## src/rtl/mips_pkg.sv

```systemverilog
// Shared MIPS encodings: opcodes, control-FSM states and datapath mux selects.
// Used by the multi-cycle controller, the datapath and mainCtr.
package mips_pkg;

    // Primary opcodes (IR[31:26])
    localparam logic [5:0] OP_RTYPE = 6'b000000;
    localparam logic [5:0] OP_LW    = 6'b100011;
    localparam logic [5:0] OP_SW    = 6'b101011;
    localparam logic [5:0] OP_BEQ   = 6'b000100;
    localparam logic [5:0] OP_J     = 6'b000010;

    // Multi-cycle controller states
    typedef enum logic [3:0] {
        ST_IDLE   = 4'd0,
        ST_FETCH  = 4'd1,
        ST_DECODE = 4'd2,
        ST_EXEC_R = 4'd3,
        ST_R_WB   = 4'd4,
        ST_ADDR   = 4'd5,
        ST_MEM_RD = 4'd6,
        ST_LD_WB  = 4'd7,
        ST_MEM_WR = 4'd8,
        ST_BRANCH = 4'd9,
        ST_JUMP   = 4'd10
    } state_t;

    // ALU operation select
    localparam logic [1:0] ALU_ADD   = 2'b00;
    localparam logic [1:0] ALU_SUB   = 2'b01;
    localparam logic [1:0] ALU_FUNCT = 2'b10;

    // PC source select
    localparam logic [1:0] PC_ALU    = 2'b00;
    localparam logic [1:0] PC_ALUOUT = 2'b01;
    localparam logic [1:0] PC_JUMP   = 2'b10;

    // ALU operand B select
    localparam logic [1:0] SRCB_REGB    = 2'b00;
    localparam logic [1:0] SRCB_FOUR    = 2'b01;
    localparam logic [1:0] SRCB_IMM     = 2'b10;
    localparam logic [1:0] SRCB_IMM_SH2 = 2'b11;

    // States that own the unified memory port and may stall on mem_ready
    function automatic logic is_mem_state(input state_t s);
        return (s == ST_FETCH) || (s == ST_MEM_RD) || (s == ST_MEM_WR);
    endfunction

endpackage

```

## src/rtl/mc_op_class.sv

```systemverilog
// Opcode classifier: turns the 6-bit primary opcode into one-hot-ish
// instruction class flags consumed by the DECODE state.
module mc_op_class
    import mips_pkg::*;
(
    input  logic [5:0] i_op_code,
    output logic       o_is_r,
    output logic       o_is_mem,
    output logic       o_is_load,
    output logic       o_is_beq,
    output logic       o_is_j,
    output logic       o_is_bad
);

    // Classify the opcode; anything unrecognised is flagged as bad
    always_comb begin
        o_is_r    = 1'b0;
        o_is_mem  = 1'b0;
        o_is_load = 1'b0;
        o_is_beq  = 1'b0;
        o_is_j    = 1'b0;
        o_is_bad  = 1'b0;
        case (i_op_code)
            OP_RTYPE: o_is_r   = 1'b1;
            OP_LW: begin
                o_is_mem  = 1'b1;
                o_is_load = 1'b1;
            end
            OP_SW:    o_is_mem = 1'b1;
            OP_BEQ:   o_is_beq = 1'b1;
            OP_J:     o_is_j   = 1'b1;
            default:  o_is_bad = 1'b1;
        endcase
    end

endmodule

```

## src/rtl/multi_cycle_ctrl.sv

```systemverilog
// Multi-cycle MIPS control sequencer. A two-process FSM steps each
// instruction through fetch/decode/execute/memory/write-back, stalling in
// the memory states until mem_ready and abandoning an access that waits
// longer than WAIT_MAX cycles (0 disables the timeout).
module multi_cycle_ctrl
    import mips_pkg::*;
#(
    parameter int WAIT_MAX = 16
) (
    input  logic       clk,
    input  logic       rst_n,
    input  logic [5:0] op_code,
    input  logic       zero,
    input  logic       mem_ready,
    output logic       mem_req,
    output logic       mem_wr,
    output logic       i_or_d,
    output logic       ir_wr,
    output logic       pc_wr,
    output logic       pc_wr_cond,
    output logic [1:0] pc_src,
    output logic       alu_src_a,
    output logic [1:0] alu_src_b,
    output logic [1:0] alu_op,
    output logic       reg_dst,
    output logic       reg_wr,
    output logic       m2r,
    output logic       instr_done,
    output logic       illegal_op,
    output logic       mem_timeout
);

    // Counter wide enough to hold WAIT_MAX (at least one bit)
    localparam int WCNT_W = (WAIT_MAX < 2) ? 1 : $clog2(WAIT_MAX + 1);
    localparam logic [WCNT_W-1:0] WCNT_LIMIT = WCNT_W'(WAIT_MAX);
    localparam logic [WCNT_W-1:0] WCNT_SAT   = {WCNT_W{1'b1}};

    state_t            r_state;
    state_t            w_state_next;
    logic [WCNT_W-1:0] r_wait_cnt;
    logic              r_is_load;
    logic              r_illegal;
    logic              r_timeout;

    logic w_is_r;
    logic w_is_mem;
    logic w_is_load;
    logic w_is_beq;
    logic w_is_j;
    logic w_is_bad;

    logic w_in_req;
    logic w_waiting;
    logic w_timeout;

    // The ALU zero flag is consumed by the datapath through pc_wr_cond;
    // the sequencer itself never branches on it.
    logic w_zero_unused;
    assign w_zero_unused = zero;

    mc_op_class u_op_class (
        .i_op_code (op_code),
        .o_is_r    (w_is_r),
        .o_is_mem  (w_is_mem),
        .o_is_load (w_is_load),
        .o_is_beq  (w_is_beq),
        .o_is_j    (w_is_j),
        .o_is_bad  (w_is_bad)
    );

    assign w_in_req  = is_mem_state(r_state);
    assign w_waiting = w_in_req && !mem_ready;
    // Timeout wins over a late mem_ready in the same cycle: the request is
    // already being dropped, so the access is treated as abandoned.
    assign w_timeout = (WAIT_MAX != 0) && w_in_req && (r_wait_cnt == WCNT_LIMIT);

    assign illegal_op  = r_illegal;
    assign mem_timeout = r_timeout;

    // State register
    always_ff @(posedge clk or negedge rst_n) begin
        if (!rst_n) begin
            r_state <= ST_IDLE;
        end else begin
            r_state <= w_state_next;
        end
    end

    // Wait counter: zero outside a stall, so it is always zero on entry to
    // a memory state; saturates when the timeout is disabled.
    always_ff @(posedge clk or negedge rst_n) begin
        if (!rst_n) begin
            r_wait_cnt <= '0;
        end else if (!w_waiting || w_timeout) begin
            r_wait_cnt <= '0;
        end else if (r_wait_cnt != WCNT_SAT) begin
            r_wait_cnt <= r_wait_cnt + 1'b1;
        end
    end

    // Remember lw vs sw at DECODE so op_code need not stay stable afterwards
    always_ff @(posedge clk or negedge rst_n) begin
        if (!rst_n) begin
            r_is_load <= 1'b0;
        end else if (r_state == ST_DECODE) begin
            r_is_load <= w_is_load;
        end
    end

    // Sticky error flags, cleared only by reset
    always_ff @(posedge clk or negedge rst_n) begin
        if (!rst_n) begin
            r_illegal <= 1'b0;
            r_timeout <= 1'b0;
        end else begin
            if ((r_state == ST_DECODE) && w_is_bad) begin
                r_illegal <= 1'b1;
            end
            if (w_timeout) begin
                r_timeout <= 1'b1;
            end
        end
    end

    // Next-state and control-output decode of the registered state
    always_comb begin
        w_state_next = r_state;
        mem_req      = 1'b0;
        mem_wr       = 1'b0;
        i_or_d       = 1'b0;
        ir_wr        = 1'b0;
        pc_wr        = 1'b0;
        pc_wr_cond   = 1'b0;
        pc_src       = PC_ALU;
        alu_src_a    = 1'b0;
        alu_src_b    = SRCB_REGB;
        alu_op       = ALU_ADD;
        reg_dst      = 1'b0;
        reg_wr       = 1'b0;
        m2r          = 1'b0;
        instr_done   = 1'b0;

        case (r_state)
            ST_IDLE: begin
                w_state_next = ST_FETCH;
            end

            ST_FETCH: begin
                // PC + 4 computed while the instruction is read
                mem_req   = !w_timeout;
                alu_src_b = SRCB_FOUR;
                if (w_timeout) begin
                    w_state_next = ST_FETCH;
                end else if (mem_ready) begin
                    ir_wr        = 1'b1;
                    pc_wr        = 1'b1;
                    w_state_next = ST_DECODE;
                end
            end

            ST_DECODE: begin
                // Branch target speculatively computed into ALUOut
                alu_src_b = SRCB_IMM_SH2;
                if (w_is_r) begin
                    w_state_next = ST_EXEC_R;
                end else if (w_is_mem) begin
                    w_state_next = ST_ADDR;
                end else if (w_is_beq) begin
                    w_state_next = ST_BRANCH;
                end else if (w_is_j) begin
                    w_state_next = ST_JUMP;
                end else begin
                    instr_done   = 1'b1;
                    w_state_next = ST_FETCH;
                end
            end

            ST_EXEC_R: begin
                alu_src_a    = 1'b1;
                alu_op       = ALU_FUNCT;
                w_state_next = ST_R_WB;
            end

            ST_R_WB: begin
                reg_dst      = 1'b1;
                reg_wr       = 1'b1;
                instr_done   = 1'b1;
                w_state_next = ST_FETCH;
            end

            ST_ADDR: begin
                alu_src_a    = 1'b1;
                alu_src_b    = SRCB_IMM;
                w_state_next = r_is_load ? ST_MEM_RD : ST_MEM_WR;
            end

            ST_MEM_RD: begin
                mem_req = !w_timeout;
                i_or_d  = 1'b1;
                if (w_timeout) begin
                    w_state_next = ST_FETCH;
                end else if (mem_ready) begin
                    w_state_next = ST_LD_WB;
                end
            end

            ST_LD_WB: begin
                m2r          = 1'b1;
                reg_wr       = 1'b1;
                instr_done   = 1'b1;
                w_state_next = ST_FETCH;
            end

            ST_MEM_WR: begin
                mem_req = !w_timeout;
                mem_wr  = !w_timeout;
                i_or_d  = 1'b1;
                if (w_timeout) begin
                    w_state_next = ST_FETCH;
                end else if (mem_ready) begin
                    instr_done   = 1'b1;
                    w_state_next = ST_FETCH;
                end
            end

            ST_BRANCH: begin
                alu_src_a    = 1'b1;
                alu_op       = ALU_SUB;
                pc_wr_cond   = 1'b1;
                pc_src       = PC_ALUOUT;
                instr_done   = 1'b1;
                w_state_next = ST_FETCH;
            end

            ST_JUMP: begin
                pc_wr        = 1'b1;
                pc_src       = PC_JUMP;
                instr_done   = 1'b1;
                w_state_next = ST_FETCH;
            end

            default: begin
                w_state_next = ST_IDLE;
            end
        endcase
    end

endmodule
```

## config.mk

```make
export PLATFORM = sky130hd
export DESIGN_NAME = multi_cycle_ctrl
export DESIGN_NICKNAME = d
export VERILOG_FILES = /design/src/rtl/mips_pkg.sv /design/src/rtl/mc_op_class.sv /design/src/rtl/multi_cycle_ctrl.sv
export SDC_FILE = /design/constraint.sdc
export NUM_CORES = 1
export LEC_CHECK = 0
export ABC_AREA = 1
export CORE_MARGIN = 5
export CORE_UTILIZATION = 66
export DETAILED_ROUTE_END_ITERATION = 7
export DONT_BUFFER_PORTS = 1
export GPL_TIMING_DRIVEN = 0
export PLACE_DENSITY = 0.82
export SYNTH_ARGS = -nofsm -noshare
export SYNTH_HDL_FRONTEND = slang
export SYNTH_SLANG_ARGS = --single-unit
```

## constraint.sdc

```tcl
create_clock -name clk -period 3.1 [get_ports clk]
set_clock_uncertainty 0.05 [all_clocks]
set_input_delay 0.775 -clock clk [delete_from_list [all_inputs] [get_ports clk]]
set_output_delay 0.775 -clock clk [all_outputs]
set_load 0.02 [all_outputs]
```

==> results.json <==
{
  "status": "completed",
  "htree_levels": 1,
  "synthTopCellsByArea": "dfrtp_1 31%, nand2_1 17%, inv_1 10%, nand3_1 7.9%, nor2_1 7.9%",
  "ys.flop_type": "dfrtp_1",
  "avgRoutedWirePerCell_um": 11.6,
  "drt-initial-drc-count": 21,
  "worst_hold_path_type": "in -> async",
  "post-synth-top-area-cell": "dfrtp_1",
  "clock-sinks": 12,
  "clock_latency_ps": 280,
  "path_clk_slew_ps": 70,
  "rsz0062_at_grt": "no",
  "cts_buffers": 3,
  "core_um2": 1330,
  "fin_ws_ps": 416,
  "arrival_ps": 1860,
  "grt_overflow": 0,
  "slowest_stage": "dfrtp_1",
  "drive_gt1_frac": 0.147,
  "drc_errors": 0,
  "post_cts_buffers": 0,
  "grt_pass1_wl_mm": 3.12,
  "ys_seq_area_frac": 0.315,
  "utilization": 0.757,
  "dieArea_um2": 2310,
  "critical_path_required_ps": 2270,
  "fill_cells": 110,
  "yosys-top-cells-count": "44 x nand2_1, 26 x inv_1, 20 x nor2_1",
  "setup-tns-final_ps": 0,
  "die_h_um": 48.0,
  "cp_common_cell": "inv_1",
  "grt_start_max_net_pins": 13,
  "fmax_mhz": 373,
  "cp-start-kind": "register",
  "critical-path-top-delay-family": "simple AND/OR/NAND/NOR gates",
  "max_stage_delay_ps": 370,
  "area_delta_synth_final_pct": 5.77,
  "ys_warn_count": 0,
  "layout_min_cycle_time_ps": 2680,
  "die_w_um": 48.0,
  "slew_violations": 0,
  "worst_pin_slew_ps": 469,
  "ant_nets": 0,
  "slew-limit-headroom": 0.688,
  "syn-cell-area_um2": 955,
  "setup_viol": 0,
  "hpwl_mm": 1.60,
  "power.leakage_nw": 0.604,
  "crit_fanout": 5,
  "syn_inst": 146,
  "r2r_cells": 8,
  "finalHoldViolCount": 0,
  "rows": 13,
  "max_cap_violations": 0,
  "crit_chain": "inv_1, ha_1, nand2_1, inv_1, nand2_1, inv_1, nor2_1, inv_1, o21ai_1",
  "path_depth": 9,
  "boundaryPins": 29,
  "avgViaCountPerCell": 5.18,
  "post-synth-top-count-cell": "nand2_1",
  "antenna_found_initial": 0,
  "ys_async_sr_fraction": 1.00,
  "holdWs_ps": 134,
  "avgSynthCellArea_um2": 6.54,
  "dp_slack_ps": 717,
  "antenna_cells": 0,
  "clk_path_buf_depth": 2,
  "synth.distinct_cells": 20,
  "path_class": "reg -> out",
  "via_count": 855,
  "yosysTopAreaCellShare": 0.315,
  "ys_seq_elements": 12,
  "portBuffers": 0,
  "end_kind": "primary output",
  "vdd_ir_drop_max_v": 0.000403,
  "gp_congestion": 0.838,
  "routed_wl_mm": 1.91,
  "grt_pass1_vias": 755,
  "cts_tree": "built",
  "synth_fp_nets": 159,
  "num-nets-final": 164,
  "path_buf_inv": 4,
  "post_cts_resized": 0,
  "drt-pass1-iter-count": 4,
  "powerDensity_nw_per_um2": 871,
  "synth-edff-count": 0,
  "track_usage": 0.198,
  "total_power_mw": 0.879,
  "cts_root_buf": "clkbuf_4",
  "timing.final.crit_share": 0.866,
  "postCtsHoldBufs": 0,
  "initial_utilization": 0.716
}
where the power goes:
| part | switching, mW | total (mW) | internal (mW) |
|---|---|---|---|
| Clock | 0.0514 | 0.123 | 0.0715 |
| Combinational | 0.388 | 0.526 | 0.138 |
| Sequential | 0.0399 | 0.231 | 0.191 |
area by class of cell:
cell class / instances / area, µm² / area share
Tap cell: 15 / 18.8 / 0.0186
Clock buffer: 4 / 36.3 / 0.0359
Sequential cell: 12 / 300 / 0.297
Multi-Input combinational cell: 103 / 531 / 0.525
Inverter: 29 / 109 / 0.108
Buffer: 2 / 15.0 / 0.0149
layout by cell type, fill, tap and decap left out:
cell type,synthesis,routed
a21oi_1,2,2
a21oi_2,3,3
buf_4,2,2
clkbuf_4,0,3
clkbuf_8,0,1
clkinv_1,1,1
dfrtp_1,12,12
ha_1,3,3
inv_1,26,26
inv_2,2,2
nand2_1,44,44
nand2_2,3,3
nand3_1,15,15
nand3_4,2,2
nand4_1,2,2
nor2_1,20,20
nor2_2,2,2
nor2_4,3,3
nor3_1,1,1
nor3_2,1,1
o21ai_1,1,1
xor2_1,1,1
kinds of logic after synthesis:
kind of cell	share of synthesized area
AOI/OAI and AO/OA	0.0433
xor gates and xnor gates	0.00918
DFF	0.315
and+or+nand+nor	0.464
adders and majority gates	0.0393
buffers and inverters	0.130
layer usage:
metal | GRT usage | vias to the layer above | part of all wire
met5 | 0 | - | 0
met4 | 0.0645 | 0 | 0.012
met3 | 0.0677 | 4 | 0.083
met2 | 0.325 | 26 | 0.46
met1 | 0.242 | 372 | 0.44
li1 | - | 453 | -
sequential cells by signal, summed over array words and instances (netlist names):
register,cells
r_state,4
r_wait_cnt,5
mem_timeout,1
illegal_op,1
r_is_load,1
metrics by stage:
stage                     instances  instance area, µm²
after detailed placement        161                 973
after global routing            165                1010
after floorplan                 146                 955
after CTS                       165                1010
after global placement          161                 973
final                           165                1010
worst register-to-register path: stages (launching register included):
cell and delay, ps:
dfrtp_1 410, ha_1 220, nand2_1 80, nor2_1 40
ha_1 220, nor2_1 190, nand3_1 120, xor2_1 140
nor2_1 50
final timing paths:
path / start / endpoint / slack, ps
worst max-delay path: r_wait_cnt[0]$_DFFE_PN0P_ / pc_wr / 420
worst min-delay path: rst_n / mem_timeout$_DFFE_PN0P_ / 130
worst max register to register: r_wait_cnt[1]$_DFFE_PN0P_ / r_wait_cnt[3]$_DFFE_PN0P_ / 1490
worst min register to register: r_is_load$_DFFE_PN0P_ / r_is_load$_DFFE_PN0P_ / 480
max in group asynchronous: rst_n / r_wait_cnt[0]$_DFFE_PN0P_ / 2790
min in group clk: r_is_load$_DFFE_PN0P_ / r_is_load$_DFFE_PN0P_ / 480
Power figures use the tool's default switching activity.
